`config.mk`:
```
export PLATFORM = sky130hd
export DESIGN_NAME = axi4mm_write_slave
export DESIGN_NICKNAME = d
export VERILOG_FILES = /design/src/rtl/axi4mm_pkg.sv /design/src/rtl/axi4mm_addr_gen.sv /design/src/rtl/axi4mm_write_slave.sv
export SDC_FILE = /design/constraint.sdc
export NUM_CORES = 1
export LEC_CHECK = 0
export ABC_CLOCK_PERIOD_IN_PS = 4900
export CELL_PAD_IN_SITES_DETAIL_PLACEMENT = 0
export CELL_PAD_IN_SITES_GLOBAL_PLACEMENT = 2
export CORE_UTILIZATION = 27
export DETAILED_ROUTE_END_ITERATION = 12
export GPL_ROUTABILITY_DRIVEN = 0
export PLACE_DENSITY = 0.79
export SYNTH_ARGS = -nofsm -noshare
export SYNTH_HDL_FRONTEND = slang
export SYNTH_SLANG_ARGS = --single-unit
```
`constraint.sdc`:
```
create_clock -name aclk -period 4.9 [get_ports aclk]
set_clock_uncertainty 0.15 [all_clocks]
set_input_delay 0.98 -clock aclk [delete_from_list [all_inputs] [get_ports aclk]]
set_output_delay 0.98 -clock aclk [all_outputs]
set_load 0.02 [all_outputs]
```
`src/rtl/axi4mm_pkg.sv`:
```
// Shared AXI4 memory-mapped definitions for the write slave, the write master
// and the future read slave: burst encodings, response codes and FSM states.
package axi4mm_pkg;

    localparam logic [1:0] BURST_FIXED = 2'b00;
    localparam logic [1:0] BURST_INCR  = 2'b01;
    localparam logic [1:0] BURST_WRAP  = 2'b10;
    localparam logic [1:0] BURST_RSVD  = 2'b11;

    localparam logic [1:0] RESP_OKAY   = 2'b00;
    localparam logic [1:0] RESP_SLVERR = 2'b10;

    typedef enum logic [1:0] {
        ST_IDLE = 2'd0,
        ST_DATA = 2'd1,
        ST_RESP = 2'd2
    } state_e;

endpackage

```
`src/rtl/axi4mm_addr_gen.sv`:
```
// Combinational AXI burst address stepper: next byte address (FIXED/INCR/WRAP)
// and the byte-lane mask for the current beat of a possibly narrow transfer.
module axi4mm_addr_gen
    import axi4mm_pkg::*;
#(
    parameter int ADDR_W = 20,
    parameter int LANES  = 4
) (
    input  logic [ADDR_W-1:0]        addr,
    input  logic [2:0]               size,
    input  logic [$clog2(LANES)-1:0] len,
    input  logic [1:0]               burst,
    output logic [ADDR_W-1:0]        next_addr,
    output logic [LANES-1:0]         lane_mask
);
    localparam int LW = $clog2(LANES);

    logic [2:0]        eff_size;
    logic [ADDR_W-1:0] step;
    logic [ADDR_W-1:0] incr_addr;
    logic [ADDR_W-1:0] wrap_mask;
    logic [LW-1:0]     size_mask;
    logic [LW-1:0]     lane_off;
    logic [LW:0]       lanes_used;

    always_comb begin
        // Oversized beats are flagged as errors upstream; clamp so the math stays bounded.
        eff_size   = (size > 3'(LW)) ? 3'(LW) : size;
        step       = ADDR_W'(1) << eff_size;
        incr_addr  = addr + step;
        wrap_mask  = ((ADDR_W'(len) + ADDR_W'(1)) << eff_size) - ADDR_W'(1);
        size_mask  = LW'((1 << eff_size) - 1);
        lane_off   = addr[LW-1:0] & ~size_mask;
        lanes_used = (LW+1)'(1) << eff_size;

        case (burst)
            BURST_FIXED: next_addr = addr;
            BURST_WRAP:  next_addr = ((incr_addr & wrap_mask) == '0) ? (addr & ~wrap_mask)
                                                                      : incr_addr;
            default:     next_addr = incr_addr;
        endcase

        for (int i = 0; i < LANES; i++) begin
            lane_mask[i] = (i >= int'(lane_off)) && (i < int'(lane_off) + int'(lanes_used));
        end
    end

endmodule

```
`src/rtl/axi4mm_write_slave.sv`:
```
// AXI4 write slave: one burst at a time, byte-strobed single-cycle writes into
// local memory, one B response per burst (SLVERR is sticky for the burst).
//
// state   | meaning
// IDLE    | awready high, waiting for a write address
// DATA    | wready high, consuming beats until beat count reaches awlen
// RESP    | bvalid high with bid/bresp held until bready
module axi4mm_write_slave
    import axi4mm_pkg::*;
#(
    parameter int DATA_SIZE      = 32,
    parameter int BURST_SIZE     = 8,
    parameter int BURST_LENGTH   = DATA_SIZE / BURST_SIZE,
    parameter int MEMORY_STORAGE = 20
) (
    input  logic                                        aclk,
    input  logic                                        areset,
    input  logic                                        awvalid,
    output logic                                        awready,
    input  logic [$clog2(BURST_LENGTH)-1:0]             awid,
    input  logic [MEMORY_STORAGE-1:0]                   awaddr,
    input  logic [$clog2(BURST_LENGTH)-1:0]             awlen,
    input  logic [2:0]                                  awsize,
    input  logic [1:0]                                  awburst,
    input  logic [DATA_SIZE-1:0]                        wdata,
    input  logic [BURST_LENGTH-1:0]                     wstrb,
    input  logic                                        wlast,
    input  logic                                        wvalid,
    output logic                                        wready,
    output logic [$clog2(BURST_LENGTH)-1:0]             bid,
    output logic [1:0]                                  bresp,
    output logic                                        bvalid,
    input  logic                                        bready,
    output logic                                        mem_we,
    output logic [MEMORY_STORAGE-$clog2(BURST_LENGTH)-1:0] mem_addr,
    output logic [DATA_SIZE-1:0]                        mem_wdata,
    output logic [BURST_LENGTH-1:0]                     mem_wstrb
);
    localparam int LW = $clog2(BURST_LENGTH);

    state_e                    state;
    logic [LW-1:0]             id_q;
    logic [LW-1:0]             len_q;
    logic [LW-1:0]             beat_cnt;
    logic [2:0]                size_q;
    logic [1:0]                burst_q;
    logic [MEMORY_STORAGE-1:0] addr_q;
    logic                      err_q;
    logic                      aw_bad_q;

    logic [MEMORY_STORAGE-1:0] next_addr;
    logic [BURST_LENGTH-1:0]   lane_mask;
    logic                      aw_illegal;
    logic                      final_beat;
    logic                      last_mismatch;

    axi4mm_addr_gen #(
        .ADDR_W (MEMORY_STORAGE),
        .LANES  (BURST_LENGTH)
    ) u_addr_gen (
        .addr      (addr_q),
        .size      (size_q),
        .len       (len_q),
        .burst     (burst_q),
        .next_addr (next_addr),
        .lane_mask (lane_mask)
    );

    always_comb begin
        aw_illegal    = (awburst == BURST_RSVD) || (awsize > 3'(LW)) ||
                        ((awburst == BURST_WRAP) && (awlen != LW'(1)) && (awlen != LW'(3)));
        final_beat    = (beat_cnt == len_q);
        last_mismatch = (wlast != final_beat);
    end

    always_ff @(posedge aclk) begin
        if (areset) begin
            state     <= ST_IDLE;
            awready   <= 1'b0;
            wready    <= 1'b0;
            bvalid    <= 1'b0;
            bresp     <= RESP_OKAY;
            bid       <= '0;
            mem_we    <= 1'b0;
            mem_addr  <= '0;
            mem_wdata <= '0;
            mem_wstrb <= '0;
            id_q      <= '0;
            len_q     <= '0;
            beat_cnt  <= '0;
            size_q    <= '0;
            burst_q   <= '0;
            addr_q    <= '0;
            err_q     <= 1'b0;
            aw_bad_q  <= 1'b0;
        end else begin
            mem_we <= 1'b0;
            case (state)
                ST_IDLE: begin
                    if (awvalid && awready) begin
                        awready  <= 1'b0;
                        wready   <= 1'b1;
                        id_q     <= awid;
                        addr_q   <= awaddr;
                        len_q    <= awlen;
                        size_q   <= awsize;
                        burst_q  <= awburst;
                        beat_cnt <= '0;
                        err_q    <= aw_illegal;
                        aw_bad_q <= aw_illegal;
                        state    <= ST_DATA;
                    end else begin
                        awready <= 1'b1;
                    end
                end
                ST_DATA: begin
                    if (wvalid && wready) begin
                        // Illegal AW: beats are drained but memory is never touched.
                        mem_we    <= !aw_bad_q;
                        mem_addr  <= addr_q[MEMORY_STORAGE-1:LW];
                        mem_wdata <= wdata;
                        mem_wstrb <= wstrb & lane_mask;
                        addr_q    <= next_addr;
                        beat_cnt  <= beat_cnt + LW'(1);
                        if (final_beat) begin
                            wready <= 1'b0;
                            bvalid <= 1'b1;
                            bid    <= id_q;
                            bresp  <= (err_q || last_mismatch) ? RESP_SLVERR : RESP_OKAY;
                            state  <= ST_RESP;
                        end else if (last_mismatch) begin
                            err_q <= 1'b1;
                        end
                    end
                end
                ST_RESP: begin
                    if (bready) begin
                        bvalid  <= 1'b0;
                        awready <= 1'b1;
                        state   <= ST_IDLE;
                    end
                end
                default: state <= ST_IDLE;
            endcase
        end
    end

endmodule

```
* After elaboration in Yosys (flattened, before gate mapping)
Cells that the tools add are included.
** Storage, ports and cells
- Word-level logic and storage cells :: 120
- Register bits :: 97
- Bits of input ports :: 71
** Operators by class
- Shift-type cells :: 4
- Reduce and logical (&&, ||, !) cells :: 28
- $add $sub $neg :: 6
- Bitwise logic cells :: 8
- Eq/ne operators :: 16
- Magnitude comparators :: 9
- Muxes and demuxes :: 31
** Operators with widths (number)
- $pmux W20 S2 :: 2
- $lt A3 B32 Y1 const A :: 2
- $mux W20 :: 3
- $and A20 B20 Y20 :: 2
- $lt A1 B32 Y1 const A :: 1
- $lt A2 B32 Y1 const A :: 1
- $add A20 B20 Y20 :: 1
- $logic_not A20 Y1 :: 1
- $not A20 Y20 :: 1
- $shl A1 B3 Y20 const A :: 1
- $shl A20 B3 Y20 :: 1
- $sub A20 B1 Y20 const B :: 1
- $ne A2 B2 Y1 const B :: 8
- $reduce_and A4 Y1 :: 4
- $mux W2 :: 7
- $mux W1 :: 12
- $eq A2 B2 Y1 const B :: 4
- $pmux W1 S2 :: 4
- $logic_and A1 B1 Y1 :: 7
- $gt A3 B2 Y1 const B :: 2
- $pmux W2 S3 :: 1
- $reduce_and A2 Y1 :: 3
- $reduce_and A3 Y1 :: 2
- $reduce_bool A2 Y1 :: 3
- 23 further kinds :: 28

* Longest topological paths before layout
Gate-level depths: netlist (run 1).
- Depth in word-level cells :: 10
- Gate-level depth with buffers :: 15
- Mapped depth without buffers :: 14

* Hierarchy
From an unflattened synthesis (run 1), not the netlist that was laid out.
** Second synthesis, totals
- Cell total of the unflattened synthesis :: 662
- Area, all modules :: 5323.9 um^2
** Modules (own cells, without submodules)
- axi4mm_write_slave :: instances 1, sequential area each 1921.8 um^2, area an instance 3678.5 um^2, cells an instance 426
- axi4mm_addr_gen :: instances 1, sequential area each 0.0 um^2, area an instance 1645.3 um^2, cells an instance 236

* Worst setup path after synthesis (run 1)
No wires, ideal clock.
- Path type :: reg-to-reg
- From :: register size_q[1]
- To :: register addr_q[11]
- Data required time :: 4628 ps
- Path buffers :: 1
- Arrival time :: 3667 ps
- Path slack :: 961 ps
- Stages on the path, launching flop included :: 16
- Cells stage by stage :: dfxtp_1 > or2_1 > buf_6 > nor2_1 > ha_1 > inv_1 > fa_1 > and3b_1 > a2111oi_4 > o21ai_2 > a211o_1 > a221o_1 > a21o_1 > o311a_1 > nor4b_1 > a221o_1
** On the way
- Word-level cells in the longest chain between the ends :: 10
- Elaborated cells between the ends (all ways) :: 14
- Those cells by class :: 2 x add/sub; 1 x order compare; 2 x shift; 5 x mux; 3 x bitwise; 1 x reduce/logical
** RTL lines
- start: declaration :: line axi4mm_write_slave.sv:45 : logic [2:0] size_q;
- start signal: assignment :: line axi4mm_write_slave.sv:106 : size_q <= awsize;
- $gt A3 B2 Y1 :: line axi4mm_addr_gen.sv:28 : eff_size = (size > 3'(LW)) ? 3'(LW) : size;
- $mux W3 * :: line axi4mm_addr_gen.sv:28
- $shl A20 B3 Y20 / $shl A1 B3 Y20 (equally long branches) :: line axi4mm_addr_gen.sv:31, axi4mm_addr_gen.sv:29
- $sub A20 B1 Y20 / $add A20 B20 Y20 (equally long branches) :: line axi4mm_addr_gen.sv:31, axi4mm_addr_gen.sv:30
- $and A20 B20 Y20 / $not A20 Y20 (equally long branches) :: line axi4mm_addr_gen.sv:38 : BURST_WRAP: next_addr = ((incr_addr & wrap_mask) == '0) ? (addr & ~wrap_mask)
- $logic_not A20 Y1 / $and A20 B20 Y20 (equally long branches) :: line axi4mm_addr_gen.sv:38
- $mux W20 :: line axi4mm_addr_gen.sv:38
- $pmux W20 S2 * :: line axi4mm_addr_gen.sv:36 : case (burst)
- $mux W20 * :: line axi4mm_write_slave.sv:117 : if (wvalid && wready) begin
- $pmux W20 S2 * :: line axi4mm_write_slave.sv:98 : case (state)
- end signal: assignment :: line axi4mm_write_slave.sv:104 : addr_q <= awaddr;
- end signal: assignment :: line axi4mm_write_slave.sv:123 : addr_q <= next_addr;
- end: declaration :: line axi4mm_write_slave.sv:47 : logic [MEMORY_STORAGE-1:0] addr_q;
Every way passes the cells marked *; elsewhere a longest branch is shown, timed or not. The select of a mux whose other input is x is not followed.
A chain may end at the register's enable or synchronous reset.

* Final worst setup path (run 1)
- From :: register size_q[1]
- To :: register addr_q[12]
The elaborated chain is that of the path after synthesis.

==> impl_summary.md, run 1 <==
Yosys
The fraction of the mapped netlist area in adder cells is 3.498%. For this run, the number of Yosys warnings is 0. The xor/xnor share of the synthesized area is 3.448%. After Yosys synthesis, and, or, nand and nor cells account for 25.02% of the synthesized area.

The synthesized design contains 0 enable-type register cells. By area, the combinational part of the netlist is dominated by simple AND/OR/NAND/NOR gates. The average instance area after synthesis is 7.639 µm². The area fraction in compound gates after synthesis is 23.28%. The cell area after synthesis is 5080 µm².

The prevailing post-synth register cell is sky130_fd_sc_hd__dfxtp_1. Measured against the total synthesized area, the mux share comes to 1.576%. Of the post-synthesis cell area, the dominant cell type holds 37.83%. The cell count after synthesis is 665.

The number of library cell types mapped by synthesis is 67. The biggest area contributor in the post-synthesis netlist is sky130_fd_sc_hd__dfxtp_1. The async set or reset register ratio after synthesis is 0%. Yosys attributes the largest share of cell area to sky130_fd_sc_hd__dfxtp_1 (38%), sky130_fd_sc_hd__nand2_1 (12%), sky130_fd_sc_hd__a21oi_1 (8.6%).

The share of the yosys chip area belonging to registers is 37.83%. The flip-flop and latch count after synthesis is 96.

Timing
The tightest slew margin relative to the limit is 30.24%. The worst hold-check slack is 0.2939 ns. The ratio of final minimum period to clock period is 93.04%. Setup repair after global routing left no endpoint under its margin. At the pin with the least slew margin, the transition time is 1.033 ns.

The final hold violation count was 0. The final number of setup-violating endpoints is 0. The highest achievable clock rate is 219.3 MHz.

The number of pins with negative max-slew slack in the final report is 0. Counting I/O delays and the setup requirement, the final critical path takes 4.559 ns. For the final routed database, the setup TNS stands at 0 ns.

Placed design
Once placement completed, the tool counted placed cells totaling 991. The placed standard-cell area is 6594 µm². The number of I/O port buffers is 131. Summed over all nets, the half-perimeter wirelength after detailed placement is 11850 µm.

Job
Max-cap violations in this run came to 0.

Route
After the first detailed-routing iteration, the DRC count stood at 289. The detail route stage leaves a number of antenna-violating nets equal to 0. After detailed routing, the average wire length per cell comes to 16.63 µm.

Dividing the detail-routed via count by the number of cells gives 5.136. The final wirelength is 16750 µm. The detailed-routing iteration count for the pre-antenna-repair pass is 9. For this block, the via count after detailed routing is 5172. The residual DRC count is 7.

Clocking
The clock tree root driver cell is sky130_fd_sc_hd__clkbuf_16. Clock-pin slew was measured on the worst setup and hold paths at 0.08 ns. The H-tree was split into 3 levels.

The clock latency of the later-clocked register in the worst-skew pair is 0.36 ns. The number of gates resized after CTS was 0. The number of clock sinks seen by CTS is 96. The clock tree from TritonCTS is yes.

The number of hold-repair buffers added at the cts stage is 0. Once the clock tree was built, the setup fixing pass inserted 0 buffers. Counting along the longest clock path gives a buffer depth of 2. The CTS buffer count is 9.

Power
The worst-case IR drop observed on VDD is 219.8 µV. For this design the static power due to leakage is 2.390 nW. Dividing total power by cell area gives a power density of 272.2 nW/µm².

Worst setup path
Walking the worst path, the cells encountered are or2_1 > nor2_1 > ha_1 > a2111oi_0 > o41ai_1 > a221o_1 > nand2_1 > mux2i_1 > a31oi_1 > o211ai_1 > or4_1 > a31oi_1. The data required time of the critical path is 5.03 ns. Along the worst path, the maximum fanout reaches 7.

STA classifies the critical path startpoint as a flip-flop. The worst setup path is of the reg2reg kind. The largest delay contributor family on the critical path is compound AO/OA/AOI/OAI gates. The cell with the biggest individual delay on the critical path is sky130_fd_sc_hd__o41ai_1. The type of element capturing the critical path is a flip-flop. The arrival time of the worst setup path is 4.69 ns. The critical path contains buffers and inverters numbering 0 combined.

The cell type with the highest occurrence count on the critical path is sky130_fd_sc_hd__a31oi_1. The largest stage delay on the critical path is 0.97 ns.

Floorplanning
The core region is 18210 µm². For this design the top-level I/O count stands at 133. The floorplan has 49 rows. The die covers 19370 µm². For this configuration, the core starts out at a cell density of 27.90%. From left edge to right edge, the die measures 139.2 µm.

The y dimension of the die is 139.2 µm.

GRT
After global routing the overflow that remains totals 0. Global routing consumed, on the met3 layer, 5.974% of the routing resources. Global routing consumed, over all layers together, 17.49% of the routing resources.

The number of global-route vias before repair is 5041. The global-route wire length before repair is 27020 µm. Global routing consumed, on the met1 layer, 22.69% of the routing resources. The number of antenna violations at the first check in global routing came to 0. Entering global routing, the biggest net connects 81 pins.

After global routing, the most crowded layer is met2. Global routing consumed, on the met2 layer, 27.11% of the routing resources.

Finish
The number of filler cells placed in the layout is 1911. The final cell utilization of the core is 37.85%. The number of antenna diodes is 0. The fraction of final layout cells sized beyond drive strength 1 is 5.398%. The final standard cell count with taps included and fillers excluded is 1007. Once layout is done, the placed cells without fillers occupy 6892 µm². The net count of the finished layout is 857. Compared with the post-synthesis result, the final layout area differs by 35.67%.

Status
The checks that failed: DRC. The flow ran to the end, but the final reports show violations.

Worst hold path
The kind of path behind the tightest hold check is reg2reg.
per-stage QoR:
stage / power, mW / worst slack [ns]
floorplan: 1.033 / 0.9615
global placement: 1.164 / 0.6086
detailed placement: 1.165 / 0.4484
CTS: 1.895 / 0.3935
global route: 1.967 / 0.003195
finish: 1.876 / 0.3410
where the power goes:
part | internal [mW] | total [mW] | switching (mW)
clock network | 0.373 | 0.724 | 0.351
registers | 0.800 | 0.832 | 0.0318
logic | 0.144 | 0.319 | 0.176
final timing paths:
check | start | to | slack, ns | cells after the start
worst max-delay path | size_q[1]$_SDFFE_PP0P_ | addr_q[12]$_SDFFE_PP0P_ | 0.34 | 12
worst min-delay path | aw_bad_q$_SDFFE_PP0P_ | mem_we$_SDFF_PP0_ | 0.29 | 1
worst max register to register | size_q[1]$_SDFFE_PP0P_ | addr_q[12]$_SDFFE_PP0P_ | 0.34 | 12
worst min register to register | aw_bad_q$_SDFFE_PP0P_ | mem_we$_SDFF_PP0_ | 0.29 | 1
metal layers:
metal	up-vias	part of all wire, %	wire length, µm
met3	17	8.7	1461
met4	0	1.7	286
li1	2571	-	-
met5	-	0	0
met1	2405	46	7730
met2	179	43	7273
Yosys cell counts (11+ instances only):
master / count
sky130_fd_sc_hd__dfxtp_1: 96
sky130_fd_sc_hd__nand3_1: 17
sky130_fd_sc_hd__inv_1: 17
sky130_fd_sc_hd__xnor2_1: 12
sky130_fd_sc_hd__a21oi_1: 87
sky130_fd_sc_hd__clkbuf_1: 43
sky130_fd_sc_hd__nand2_1: 160
sky130_fd_sc_hd__ha_1: 11
sky130_fd_sc_hd__and3_1: 11
sky130_fd_sc_hd__a31oi_1: 14
sky130_fd_sc_hd__nor2_1: 37
sky130_fd_sc_hd__nor3_1: 16
sequential cells by signal (all words and copies together), names as in the netlist, 2 cells and up:
| name | flops |
|---|---|
| mem_addr | 18 |
| beat_cnt | 2 |
| size_q | 3 |
| bid | 2 |
| mem_wstrb | 4 |
| burst_q | 2 |
| addr_q | 20 |
| state | 2 |
| len_q | 2 |
| id_q | 2 |
| mem_wdata | 32 |
cell usage in the layout (no fill, tap or decap), drive strengths merged, types with 4 or more instances in the layout:
cell	instances
nand2	161
clkdlybuf4s50	130
dfxtp	96
a21oi	88
nor2	37
inv	21
nand3	17
nor3	16
a31oi	14
xnor2	12
buf	12
ha	11
and3	11
clkbuf	10
o21ai	9
mux2i	8
xor2	8
o2111ai	8
nor2b	6
nand4	6
o211ai	6
conb	6
or3	5
nor4	5
a2111oi	5
or4	5
and2	4
a311oi	4
a21o	4
a221oi	4
final cells by class:
| type | instances | area [µm²] | area share, % |
|---|---|---|---|
| Clock buffer | 10 | 239.0 | 3.468 |
| Clock inverter | 6 | 58.81 | 0.8533 |
| Inverter | 17 | 63.81 | 0.9259 |
| Multi-Input combinational cell | 507 | 2920 | 42.37 |
| Sequential cell | 96 | 1922 | 27.89 |
| Tap cell | 229 | 286.5 | 4.158 |
| Timing Repair Buffer | 142 | 1401 | 20.33 |
logic make-up after synthesis:
kind of cell	after synthesis
other	1
and+or+nand+nor	284
buffers and inverters	67
DFF	96
AOI/OAI and AO/OA	176
muxes	8
xor gates and xnor gates	20
adders and majority gates	13
Power figures use the tool's default switching activity.
==> inputs of run 2 (changes only) <==
--- a/config.mk
+++ b/config.mk
@@ -10,7 +10,6 @@
 export CELL_PAD_IN_SITES_GLOBAL_PLACEMENT = 2
 export CORE_UTILIZATION = 27
 export DETAILED_ROUTE_END_ITERATION = 12
-export GPL_ROUTABILITY_DRIVEN = 0
 export PLACE_DENSITY = 0.79
 export SYNTH_ARGS = -nofsm -noshare
 export SYNTH_HDL_FRONTEND = slang
==> results of run 2 <==
The final DEF is identical to that of run 1; final timing and power are the same.
==> inputs of run 3 (changes only) <==
--- a/config.mk
+++ b/config.mk
@@ -10,7 +10,9 @@
 export CELL_PAD_IN_SITES_GLOBAL_PLACEMENT = 2
 export CORE_UTILIZATION = 27
 export DETAILED_ROUTE_END_ITERATION = 12
-export PLACE_DENSITY = 0.79
+export GPL_ROUTABILITY_DRIVEN = 0
+export PLACE_DENSITY = 0.87
+export SKIP_CTS_REPAIR_TIMING = 1
 export SYNTH_ARGS = -nofsm -noshare
 export SYNTH_HDL_FRONTEND = slang
 export SYNTH_SLANG_ARGS = --single-unit
==> impl_summary.md, run 3 (same netlist as run 1, synthesis figures left out) <==
Clocking
Counting the buffers created by CTS gives 9. The clock tree root driver cell is sky130_fd_sc_hd__clkbuf_16. The number of levels the H-tree was split into is 3. The clock transition at the registers of the reported paths is 0.07 ns. In this run the deepest clock path goes through 2 buffers. The clock tree from TritonCTS is yes. The number of clock sinks seen by CTS is 96. Clock latency on the worst-skew pair, taken at its later pin, is 0.35 ns.

Finish
The fraction of final layout cells sized beyond drive strength 1 is 5.141%. The number of nets in the finished design is 857. The finished layout holds 1007 standard cells, fillers aside. Relative to the synthesized area, the layout overhead comes to 35.52%. The register with the most flip-flops in the layout has 32 of them. The largest registers in the layout are mem_wdata (32), addr_q (20), mem_addr (18).

The most common cell after layout, fill and taps aside is sky130_fd_sc_hd__nand2_1. The number of antenna diodes in the final layout is 0. The final cell utilization of the core is 37.81%. More flip-flops sit in one register than any other, and that register is mem_wdata.

Summing all non-filler instances in the final layout gives an area of 6884 µm². In the layout the commonest cells are sky130_fd_sc_hd__nand2_1 (160), sky130_fd_sc_hd__clkdlybuf4s50_1 (130), sky130_fd_sc_hd__dfxtp_1 (96), sky130_fd_sc_hd__a21oi_1 (87), sky130_fd_sc_hd__nor2_1 (37).

Timing
At the pin with the least slew margin, the transition time is 0.9859 ns. The minimum period implied by the final worst setup slack is 4.529 ns. The final number of setup-violating endpoints is 0.

The highest achievable clock rate is 220.8 MHz. Setup repair after global routing left no endpoint under its margin. The accumulated negative setup slack is 0 ns. The worst hold-check slack is 0.2701 ns. The number of pins with negative max-slew slack in the final report is 0. Measured against its own limit, the worst slew margin works out to 33.42%. The final hold violation count is 0. After layout, the worst path uses 92.43% of the clock period.

GRT
The number of antenna violations at the first check in global routing is 0. The number of global-route vias before repair was 4742. The total routing resource utilization after global routing is 17.09%. The global-route wire length before repair is 26010 µm. Entering global routing, the biggest net connects 61 pins. The total global routing overflow is 0.

Worst setup path
The worst setup path is launched from a flip-flop. The worst setup path is captured at a flip-flop. At the worst endpoint, the required time is 5.02 ns.

In this run the worst path has a maximum fanout of 7. The class of the most critical setup path is reg2reg. Data arrives at the worst endpoint at 4.65 ns.

Route
The detailed-routing iteration count for the pre-antenna-repair pass is 10. The routed layout has 4960 vias. In the routed design, unresolved DRC markers number 5. The final antenna-violating net count is 0. The final wirelength is 15930 µm. The detailed router finished its first iteration with 242 violations. The post-detailed-route via-to-cell ratio is 4.926. The mean routed wirelength per cell is 15.82 µm.

Floorplanning
The y dimension of the die is 139.2 µm. The full die area is 19370 µm². The effective utilization at floorplan is 27.90%. The overall die width is 139.2 µm. After floorplanning, the core was sized to cover 18210 µm². The initialized floorplan defines 49 standard-cell rows. The number of ports placed on the die boundary is 133.

Placed design
The number of cells in the design after placement is 991. In this run the cell area measured after placement is 6584 µm². The number of I/O port buffers is 131. The post-DP HPWL is 11160 µm.

Power
The worst voltage drop across the vdd grid is 191.2 µV. In this run the power density over the cells is 273.1 nW/µm². The total leakage power is 2.381 nW.

Worst hold path
The path class of the tightest hold or removal check is reg2reg.

Status
The run finished, with violations left. The checks that failed: DRC.

Job
The number of max-cap violations is 0.
[run 3: changes by cell type in the layout (fill, tap and decap cells not counted), sizes merged]
cell	delta
clkbuf	+2
bufinv	+1
clkinvlp	+1
inv	-4
[run 3: per-stage QoR]
stage	setup WS [ns]	power [mW]
floorplan	0.9615	1.033
global placement	0.5775	1.166
detailed placement	0.4731	1.163
CTS	0.4323	1.905
global route	0.08689	1.973
finish	0.3711	1.880
[run 3: final cells by class]
| type | count | area (µm²) |
|---|---|---|
| clock buffer | 12 | 246.5 |
| clock inverter | 4 | 53.80 |
| fill | 1921 | 11320 |
| inverter | 17 | 63.81 |
| multi-input combinational | 507 | 2920 |
| sequential | 96 | 1922 |
| tap | 229 | 286.5 |
| timing repair buffer | 142 | 1391 |
[run 3: worst paths after layout]
path                                from                       to  slack (ns)  cells after the start
setup / recovery  size_q[1]$_SDFFE_PP0P_  addr_q[18]$_SDFFE_PP0P_        0.37                     12
hold / removal     aw_bad_q$_SDFFE_PP0P_        mem_we$_SDFF_PP0_        0.27                      1
setup reg to reg  size_q[1]$_SDFFE_PP0P_  addr_q[18]$_SDFFE_PP0P_        0.37                     12
hold reg to reg    aw_bad_q$_SDFFE_PP0P_        mem_we$_SDFF_PP0_        0.27                      1
[run 3: power breakdown]
group          switching (mW)  internal [mW]  total, mW
logic                   0.173          0.143      0.316
registers              0.0314          0.801      0.832
clock network           0.320          0.412      0.732
[run 3: critical path, stage by stage, from the launching register on]
cell	delay (ns)
sky130_fd_sc_hd__dfxtp_1	0.37
sky130_fd_sc_hd__or2_1	0.36
sky130_fd_sc_hd__nor2_1	0.23
sky130_fd_sc_hd__ha_1	0.24
sky130_fd_sc_hd__a2111oi_0	0.15
sky130_fd_sc_hd__o41ai_1	0.93
sky130_fd_sc_hd__a221o_1	0.40
sky130_fd_sc_hd__nand2_1	0.18
sky130_fd_sc_hd__mux2i_1	0.23
sky130_fd_sc_hd__a31oi_1	0.31
sky130_fd_sc_hd__o211ai_1	0.24
sky130_fd_sc_hd__or4_1	0.45
sky130_fd_sc_hd__a31oi_1	0.19
[run 3: routing by layer]
metal | vias up | track usage [%] | share of wire, %
met2 | 134 | 27.01 | 44
met5 | - | 0 | 0
met1 | 2247 | 22.75 | 47
met3 | 15 | 4.696 | 7.2
met4 | 0 | 4.678 | 1.3
li1 | 2564 | - | -
